### src/rtl/uart_pkg.sv
// Shared types and constants for the UART transmit-side blocks.
package uart_pkg;

    localparam int UART_BYTE_W = 8;

    typedef enum logic [1:0] {
        OUT_IDLE,
        OUT_PRESENT,
        OUT_WAIT
    } uart_txq_state_t;

endpackage

### src/rtl/uart_fifo_mem.sv
// DEPTH x byte storage for the TX FIFO: one synchronous write port, one combinational read port.
module uart_fifo_mem
    import uart_pkg::*;
#(
    parameter int DEPTH = 16
) (
    input  logic                       clk,
    input  logic                       we_i,
    input  logic [$clog2(DEPTH)-1:0]   waddr_i,
    input  logic [UART_BYTE_W-1:0]     wdata_i,
    input  logic [$clog2(DEPTH)-1:0]   raddr_i,
    output logic [UART_BYTE_W-1:0]     rdata_o
);

    logic [UART_BYTE_W-1:0] mem_q [DEPTH];

    always_ff @(posedge clk) begin
        if (we_i) begin
            mem_q[waddr_i] <= wdata_i;
        end
    end

    assign rdata_o = mem_q[raddr_i];

endmodule

### src/rtl/uart_tx_fifo.sv
// Byte FIFO feeding uart_tx; holds each head byte on tx_valid/tx_data until uart_tx drops tx_ready.
// Define UART_TX_FIFO_OVF_EN to add the sticky overflow output.
module uart_tx_fifo
    import uart_pkg::*;
#(
    parameter int DEPTH = 16
) (
    input  logic                     clk,
    input  logic                     rst_n,
    input  logic                     wr_valid,
    input  logic [UART_BYTE_W-1:0]   wr_data,
    output logic                     wr_ready,
    input  logic                     flush,
    output logic                     tx_valid,
    output logic [UART_BYTE_W-1:0]   tx_data,
    input  logic                     tx_ready,
    output logic [$clog2(DEPTH):0]   level,
    output logic                     empty
`ifdef UART_TX_FIFO_OVF_EN
    ,
    output logic                     overflow
`endif
);

    localparam int AW = $clog2(DEPTH);

    logic [AW:0]            wr_ptr_q, wr_ptr_d;
    logic [AW:0]            rd_ptr_q, rd_ptr_d;
    uart_txq_state_t        state_q;
    logic                   tx_valid_q;
    logic [UART_BYTE_W-1:0] tx_data_q;
    logic [UART_BYTE_W-1:0] head;
    logic                   full;
    logic                   push;
    logic                   pop;

    assign full     = (wr_ptr_q[AW] != rd_ptr_q[AW]) && (wr_ptr_q[AW-1:0] == rd_ptr_q[AW-1:0]);
    assign level    = wr_ptr_q - rd_ptr_q;
    assign empty    = (level == '0);
    assign wr_ready = !full;

    // Pop happens when uart_tx shows it has latched the presented byte; flush overrides both sides.
    assign push = wr_valid && !full && !flush;
    assign pop  = (state_q == OUT_PRESENT) && !tx_ready && !flush;

    always_comb begin
        wr_ptr_d = wr_ptr_q + {{AW{1'b0}}, push};
        rd_ptr_d = rd_ptr_q + {{AW{1'b0}}, pop};
        if (flush) begin
            wr_ptr_d = '0;
            rd_ptr_d = '0;
        end
    end

    always_ff @(posedge clk or negedge rst_n) begin
        if (!rst_n) begin
            wr_ptr_q <= '0;
            rd_ptr_q <= '0;
        end else begin
            wr_ptr_q <= wr_ptr_d;
            rd_ptr_q <= rd_ptr_d;
        end
    end

    uart_fifo_mem #(
        .DEPTH (DEPTH)
    ) u_mem (
        .clk     (clk),
        .we_i    (push),
        .waddr_i (wr_ptr_q[AW-1:0]),
        .wdata_i (wr_data),
        .raddr_i (rd_ptr_q[AW-1:0]),
        .rdata_o (head)
    );

    // New bytes are only presented while tx_ready is high, so tx_valid never rises into a busy uart_tx.
    always_ff @(posedge clk or negedge rst_n) begin
        if (!rst_n) begin
            state_q    <= OUT_IDLE;
            tx_valid_q <= 1'b0;
            tx_data_q  <= '0;
        end else begin
            case (state_q)
                OUT_IDLE: begin
                    if (!flush && !empty && tx_ready) begin
                        tx_data_q  <= head;
                        tx_valid_q <= 1'b1;
                        state_q    <= OUT_PRESENT;
                    end
                end
                OUT_PRESENT: begin
                    if (flush || !tx_ready) begin
                        tx_valid_q <= 1'b0;
                        state_q    <= OUT_WAIT;
                    end
                end
                OUT_WAIT: begin
                    if (tx_ready) begin
                        if (!flush && !empty) begin
                            tx_data_q  <= head;
                            tx_valid_q <= 1'b1;
                            state_q    <= OUT_PRESENT;
                        end else begin
                            state_q <= OUT_IDLE;
                        end
                    end
                end
                default: begin
                    tx_valid_q <= 1'b0;
                    state_q    <= OUT_IDLE;
                end
            endcase
        end
    end

    assign tx_valid = tx_valid_q;
    assign tx_data  = tx_data_q;

`ifdef UART_TX_FIFO_OVF_EN
    logic overflow_q;

    always_ff @(posedge clk or negedge rst_n) begin
        if (!rst_n) begin
            overflow_q <= 1'b0;
        end else if (flush) begin
            overflow_q <= 1'b0;
        end else if (wr_valid && full) begin
            overflow_q <= 1'b1;
        end
    end

    assign overflow = overflow_q;
`endif

endmodule
### config.mk
export PLATFORM = sky130hd
export DESIGN_NAME = uart_tx_fifo
export DESIGN_NICKNAME = d
export VERILOG_FILES = /design/src/rtl/uart_pkg.sv /design/src/rtl/uart_fifo_mem.sv /design/src/rtl/uart_tx_fifo.sv
export SDC_FILE = /design/constraint.sdc
export NUM_CORES = 1
export LEC_CHECK = 0
export CAP_MARGIN = 10
export CELL_PAD_IN_SITES_DETAIL_PLACEMENT = 0
export CELL_PAD_IN_SITES_GLOBAL_PLACEMENT = 1
export CORE_MARGIN = 3
export CORE_UTILIZATION = 49
export CTS_BUF_LIST = sky130_fd_sc_hd__clkbuf_4 sky130_fd_sc_hd__clkbuf_8 sky130_fd_sc_hd__clkbuf_16
export DETAILED_ROUTE_END_ITERATION = 10
export GPL_TIMING_DRIVEN = 0
export PLACE_DENSITY = 0.74
export SLEW_MARGIN = 20
export SYNTH_ARGS = -nofsm -noshare
export SYNTH_HDL_FRONTEND = slang
export SYNTH_SLANG_ARGS = --single-unit
export TNS_END_PERCENT = 10
### constraint.sdc
create_clock -name clk -period 8.15 [get_ports clk]
set_input_delay 1.2225 -clock clk [delete_from_list [all_inputs] [get_ports clk]]
set_output_delay 1.2225 -clock clk [all_outputs]
set_load 0.01 [all_outputs]
==> flow_summary_export.csv, run 1 <==
group,metric,value,unit
route,final_antenna_net_count,0,
power,switching_share,0.206,
power,p_int,0.00143,W
route,vias,3004,
timing,max_freq,209,MHz
clock_tree,clkSinkCount,149,
floorplan,die_h,116,um
flow_run,maxCapViolations,0,
timing,hold_violations,0,
grt,grt_pass1_wl,18200,um
worst_setup_path,worst_setup_path_end_kind,"output pin",
power,p_sw,0.000371,W
synth,syn_inst,313,
worst_setup_path,critPathLaunch,"rd_ptr_q[2]$_DFF_PN0_",
clock_tree,cts-root-buf,"clkbuf_16",
worst_setup_path,crit_chain,"clkbuf_1 -> buf_1 -> inv_1 -> ha_1 -> a21o_1 -> a31oi_1 -> xnor2_1 -> nor3_1 -> clkdlybuf4s50_1",
grt,grt_pass1_vias,3120,
worst_setup_path,critPathMaxStageDelay,610,ps
finish,stdcell_count,515,
finish,synthToLayoutAreaGrowth,18.2,%
place,numPortBuffers,28,
worst_hold_path,worstHoldStart,"tx_valid$_DFFE_PN0P_",
power,power.total,0.00180,W
floorplan,start_util,0.512,
route,avgRoutedWirePerCell,22.8,um
clock_tree,ctsResizeCount,0,
timing,rsz0062_at_grt,"no",
place,dp_hpwl,7530,um
worst_setup_path,critPathCapture,"empty",
clock_tree,h-tree-depth,4,
synth,synth_edf_count,128,
worst_setup_path,crit_required,6930,ps
synth,ys_ff_latch,149,
worst_setup_path,r2r_cells,10,
synth,synth_seq_area_share,0.735,
clock_tree,clock_latency,420,ps
worst_setup_path,crit_cells,9,
floorplan,core-area,0.0116,sq mm
synth,synth.distinct_cells,30,
status,status,"complete, no violations",
route,routed_wl,11700,um
synth,yosysWarnings,0,
clock_tree,cts_setup_buffers,0,
floorplan,die_w,116,um
finish,layout-drive-gt1-share,0.223,
timing,period_share,0.587,
route,dr.pass1.iters,5,
power,pwr-share-clk,0.440,
floorplan,num_rows,39,
clock_tree,clock_path_buffers,2,
place,gp_congestion,0.736,
worst_setup_path,path_max_fanout,10,
worst_setup_path,worstPathArrival,3560,ps
floorplan,dieArea,0.0135,sq mm
grt,gr-usage-all-layers,0.196,
timing,slew_viol_final,0,
grt,grt-ovfl-total,0,
worst_setup_path,cp_slowest_cell,"buf_1",
clock_tree,cts_made_buffers,17,
route,viasPerCell,5.83,
clock_tree,cts_tree,"done",
synth,synth_ff_type,"edfxtp_1",
timing,tightest_slew,908,ps
synth,syn-num-nets,335,
worst_setup_path,worst-setup-path-type,"reg2out",
finish,n_antenna_cell,0,
synth,ys_async_sr_fraction,0.141,
route,drc,0,
clock_tree,clk_pin_slew,60,ps
worst_setup_path,timing.rr.start,"rd_ptr_q[2]$_DFF_PN0_",
timing,relSlewSlack,0.393,
worst_hold_path,hold_depth,2,
worst_hold_path,min_path_type,"reg2reg",
power,peakVddDrop,0.000261,V
floorplan,ios,29,
route,drtIter0Drc,256,
place,dp.cells,484,
grt,grt_max_degree,22,
synth,mappedNetlistArea,0.00594,sq mm
worst_setup_path,rrSetupSlack,4340,ps
timing,period_needed,4790,ps
timing,setup_viol,0,
power,p_leak,2.38,nW
synth,syn_area_per_cell,19.0,sq um
worst_setup_path,timing.rr.end,"u_mem.mem_q[10][0]$_DFFE_PP_",
worst_setup_path,cp_top_family,"buffers and inverters",
grt,grt_antenna_before_repair,0,
power,comb_power_share,0.077,
timing,fin_setup_tns,0,ps
worst_setup_path,critPathBufInv,4,
finish,fin_nets,382,
worst_setup_path,worstSetupStartpointType,"flip-flop",
power,p_seq_frac,0.483,
timing,fin_skew,7.09,ps
power,power_density,257,mW/mm^2
clock_tree,cts_hold_buf,0,
timing,hold_ws,479,ps
==> cell families (layout without fill, tap and decap cells) <==
| logic type | count (synthesis) | after routing | synth area share |
|---|---|---|---|
| multiplexers | 40 | 40 | 0.136 |
| AND/OR/NAND/NOR | 61 | 61 | 0.0474 |
| AO/OA/AOI/OAI | 24 | 24 | 0.0316 |
| buffers and inverters | 20 | 79 | 0.0133 |
| flip-flops | 149 | 149 | 0.735 |
| XOR/XNOR | 10 | 10 | 0.0160 |
| adder cells (fa/ha/maj) | 9 | 9 | 0.0202 |
==> worst reg2reg max path, cell delays in order (launching register included) <==
cell	delay, ps
dfrtp_1	330
clkbuf_1	430
buf_1	610
inv_1	110
ha_1	390
nand4_1	110
or2_2	110
and3b_1	170
clkbuf_1	210
nand3_1	220
nor2_1	750
==> how the worst min path moves through the flow <==
stage          slack (ps)                endpoint
2_1_floorplan         460  state_q[1]$_DFFE_PN0P_
3_3_place_gp          470    tx_valid$_DFFE_PN0P_
3_5_place_dp          470    tx_valid$_DFFE_PN0P_
4_1_cts               490    tx_valid$_DFFE_PN0P_
5_1_grt               500    tx_valid$_DFFE_PN0P_
6_report              480    tx_valid$_DFFE_PN0P_
==> area by class of cell <==
class                      count  area (sq um)
inverter                       8          30.0
sequential                   149          4370
clock buffer                  20           454
multi-input combinational    144          1520
timing repair buffer          28           275
tap                          143           179
clock inverter                11           151
buffer                        12          48.8
fill                         870          4590
==> power by group through the flow <==
stage	clock, W	sequential [W]	combinational (W)
after CTS	0.000805	0.000872	0.000143
after detailed placement	0	0.000888	0.000142
after global placement	0	0.000886	0.000139
final	0.000793	0.000871	0.000139
after global routing	0.000837	0.000875	0.000152
after floorplan	0	0.000896	0.0000498
==> state kept, by name, indices dropped and copies added, names as in the netlist <==
register and flops:
u_mem.mem_q 128, tx_data 8, rd_ptr_q 5, wr_ptr_q 5, state_q 2, tx_valid 1
==> placed cells by master (no fill, tap or decap), drive strengths merged <==
cell           Yosys  layout
or3                1       1
ha                 8       8
a21oi              1       1
a31oi              1       1
bufinv             0       3
xnor2              6       6
and3b              1       1
fa                 1       1
clkinv             0       4
clkbuf             8      28
mux4              32      32
buf                4       5
nand3              8       8
nor3               6       6
o31ai              1       1
nand4              1       1
inv                8      11
dfrtp             21      21
nor2              23      23
nand2             11      11
xor2               4       4
nand2b             5       5
a22oi             16      16
or2                1       1
nor2b              4       4
o22ai              1       1
a21o               2       2
edfxtp           128     128
o21ai              2       2
clkinvlp           0       1
clkdlybuf4s50      0      27
mux2               8       8
==> synthesized netlist by cell type, types with 2 or more instances <==
library cell	n	area share
a21o_1	2	0.0025
a22oi_1	16	0.020
buf_2	3	0.0025
clkbuf_1	8	0.0051
dfrtp_1	21	0.088
edfxtp_1	128	0.65
ha_1	8	0.017
inv_1	8	0.0051
mux2_2	8	0.015
mux4_2	32	0.12
nand2_1	11	0.0069
nand2b_1	5	0.0053
nand3_1	8	0.0067
nor2_1	23	0.015
nor2b_1	4	0.0042
nor3_1	6	0.0051
o21ai_0	2	0.0017
xnor2_1	5	0.0074
xor2_1	4	0.0059
==> stage by stage <==
stage               setup WS, ps  area [sq um]  utilization
finish                      3360          7020        0.605
global route                3090          7020        0.605
CTS                         3280          7030        0.605
detailed placement          3780          6420        0.553
global placement            3760          6400        0.551
floorplan                   4700          5940            -
==> layer usage <==
layer	routed length [um]	track usage	part of all wire
met5	0	0	0
met4	203	0.0797	0.017
met3	709	0.0648	0.060
met2	5940	0.310	0.51
met1	4890	0.255	0.42
No activity file was read; power rests on OpenSTA's default activity.
==> inputs of run 2 (changes only) <==
--- a/config.mk
+++ b/config.mk
@@ -9,7 +9,7 @@
 export CELL_PAD_IN_SITES_DETAIL_PLACEMENT = 0
 export CELL_PAD_IN_SITES_GLOBAL_PLACEMENT = 1
 export CORE_MARGIN = 3
-export CORE_UTILIZATION = 49
+export CORE_UTILIZATION = 47
 export CTS_BUF_LIST = sky130_fd_sc_hd__clkbuf_4 sky130_fd_sc_hd__clkbuf_8 sky130_fd_sc_hd__clkbuf_16
 export DETAILED_ROUTE_END_ITERATION = 10
 export GPL_TIMING_DRIVEN = 0
==> constraint.sdc (replaced) <==
create_clock -name clk -period 4.4 [get_ports clk]
set_input_delay 0.66 -clock clk [delete_from_list [all_inputs] [get_ports clk]]
set_output_delay 0.66 -clock clk [all_outputs]
set_load 0.01 [all_outputs]
==> run 2 against run 1 <==
Net effect:
- via count fell by 0.67%
- first-iteration DRC count rose by 31%
- count of clock-buffer cells in the layout did not move
==> flow_summary_export.csv, run 2 (same netlist as run 1, synthesis figures left out) <==
group,metric,value,unit
timing,fin_skew,6.08,ps
flow_run,maxCapViolations,0,
worst_setup_path,critPathMaxStageDelay,560,ps
grt,gr-usage-all-layers,0.179,
clock_tree,cts-root-buf,"clkbuf_16",
power,p_int,0.00266,W
timing,period_needed,4020,ps
route,dr.pass1.iters,4,
power,switching_share,0.205,
place,dp_hpwl,7440,um
place,dpl_cell_area,0.00645,sq mm
timing,relSlewSlack,0.344,
route,viasPerCell,5.52,
finish,fin_nets,382,
clock_tree,cts_made_buffers,17,
route,routed_wl,11800,um
floorplan,start_util,0.489,
floorplan,core-area,0.0122,sq mm
clock_tree,h-tree-depth,4,
finish,final_common_cell,"edfxtp_1",
floorplan,num_rows,40,
floorplan,ios,29,
worst_setup_path,critPathBufInv,4,
floorplan,dieArea,0.0140,sq mm
timing,slew_viol_final,0,
power,comb_power_share,0.078,
worst_setup_path,crit_required,3740,ps
finish,n_antenna_cell,0,
timing,max_freq,249,MHz
route,avgRoutedWirePerCell,21.8,um
route,drtIter0Drc,336,
grt,grt_max_degree,22,
place,gp_congestion,0.788,
place,dp.cells,509,
finish,stdcell_count,541,
power,p_leak,2.38,nW
worst_hold_path,min_path_type,"in2async",
worst_setup_path,cp_top_family,"buffers and inverters",
timing,fin_setup_tns,0,ps
finish,synthToLayoutAreaGrowth,18.8,%
status,status,"complete, no violations",
grt,grt-ovfl-total,0,
timing,setup_viol,0,
worst_setup_path,path_max_fanout,10,
route,vias,2984,
worst_setup_path,worst_setup_path_end_kind,"output pin",
power,power.total,0.00334,W
route,drc,0,
worst_setup_path,rrSetupSlack,810,ps
timing,tightest_slew,981,ps
floorplan,die_w,118,um
worst_setup_path,worstSetupStartpointType,"flip-flop",
clock_tree,clock_path_buffers,2,
clock_tree,clock_latency,420,ps
power,p_seq_frac,0.484,
grt,grt_antenna_before_repair,0,
finish,layout_common_cells,"edfxtp_1, mux4_2, clkdlybuf4s50_1, nor2_1, dfrtp_1",
finish,largest_register_ffs,128,
finish,top_register,"u_mem.mem_q",
grt,grt_pass1_wl,17900,um
finish,final_util,0.581,
worst_setup_path,worstPathArrival,3360,ps
clock_tree,clkSinkCount,149,
worst_setup_path,cp_slowest_cell,"clkdlybuf4s50_1",
power,power_density,473,mW/mm^2
floorplan,die_h,118,um
timing,rsz0062_at_grt,"no",
route,final_antenna_net_count,0,
finish,n_fill_cell,915,
worst_setup_path,worst-setup-path-type,"reg2out",
worst_setup_path,crit_chain,"clkbuf_1 -> clkbuf_2 -> inv_1 -> ha_1 -> a21o_1 -> a31oi_1 -> xnor2_1 -> nor3_1 -> clkdlybuf4s50_1",
place,numPortBuffers,28,
power,pwr-share-clk,0.438,
grt,grt_pass1_vias,3053,
timing,period_share,0.913,
clock_tree,clk_pin_slew,60,ps
timing,hold_violations,0,
finish,finalInstanceArea,0.00706,sq mm
power,p_sw,0.000684,W
clock_tree,cts_tree,"done",
power,peakVddDrop,0.000349,V
finish,layout-drive-gt1-share,0.228,
run 2: changes by cell type in the layout (fill, tap and decap cells not counted), sizes merged:
cell	previous run	this run
buf	5	4
inv	11	9
clkinvlp	1	4
clkbuf	28	29
run 2: repair_timing:
item | CTS | global route
gates resized for setup | 0 | 1
hold buffers | 0 | 0
setup buffers | 0 | 0
endpoints found under the setup margin | 0 | 1
endpoints found under the hold margin | 0 | 0
run 2: layout make-up:
| class | count | area (sq um) | share of cell area |
|---|---|---|---|
| clock inverters | 12 | 153 | 0.0216 |
| inverters | 8 | 30.0 | 0.00425 |
| well taps | 168 | 210 | 0.0298 |
| repair buffers | 28 | 275 | 0.0390 |
| flip-flops and latches | 149 | 4370 | 0.619 |
| clock buffers | 20 | 460 | 0.0652 |
| multi-input cells | 144 | 1520 | 0.215 |
| plain buffers | 12 | 50.0 | 0.00709 |
run 2: per-stage QoR:
stage          worst slack, ps  hold WS [ps]
3_5_place_dp               606           471
4_1_cts                    121           486
3_3_place_gp               320           465
5_1_grt                    219           245
2_1_floorplan             1350           364
6_report                   383           228
run 2: final timing paths:
path | startpoint | end | cells after the start
setup / recovery | rd_ptr_q[2]$_DFF_PN0_ | empty | 9
setup reg to reg | rd_ptr_q[2]$_DFF_PN0_ | u_mem.mem_q[12][0]$_DFFE_PP_ | 10
hold / removal | rst_n | wr_ptr_q[4]$_DFF_PN0_ | 1
min in group clk | tx_valid$_DFFE_PN0P_ | tx_valid$_DFFE_PN0P_ | 2
max in group asynchronous | rst_n | tx_data[1]$_DFFE_PN0P_ | 1
hold reg to reg | tx_valid$_DFFE_PN0P_ | tx_valid$_DFFE_PN0P_ | 2
run 2: layer usage:
metal / vias to the layer above / GRT usage / share of wire
met5: - / 0 / 0
met4: 0 / 0.0891 / 0.017
met2: 93 / 0.277 / 0.51
met1: 1540 / 0.233 / 0.42
li1: 1339 / - / -
met3: 12 / 0.0517 / 0.056
run 2: worst register-to-register path, delay by kind of cell (launching register included):
kind | cells | cell delay, ps
buffers and inverters | 4 | 1130
AND/OR/NAND/NOR | 5 | 1400
flip-flops | 1 | 320
adder cells (fa/ha/maj) | 1 | 370
run 2: power by group through the flow:
stage                     Clock [W]  Combinational, W  Sequential (W)
after floorplan                   0         0.0000923         0.00166
after global placement            0          0.000258         0.00164
after detailed placement          0          0.000264         0.00165
after CTS                   0.00149          0.000265         0.00162
after global routing        0.00156          0.000280         0.00162
final                       0.00147          0.000260         0.00162
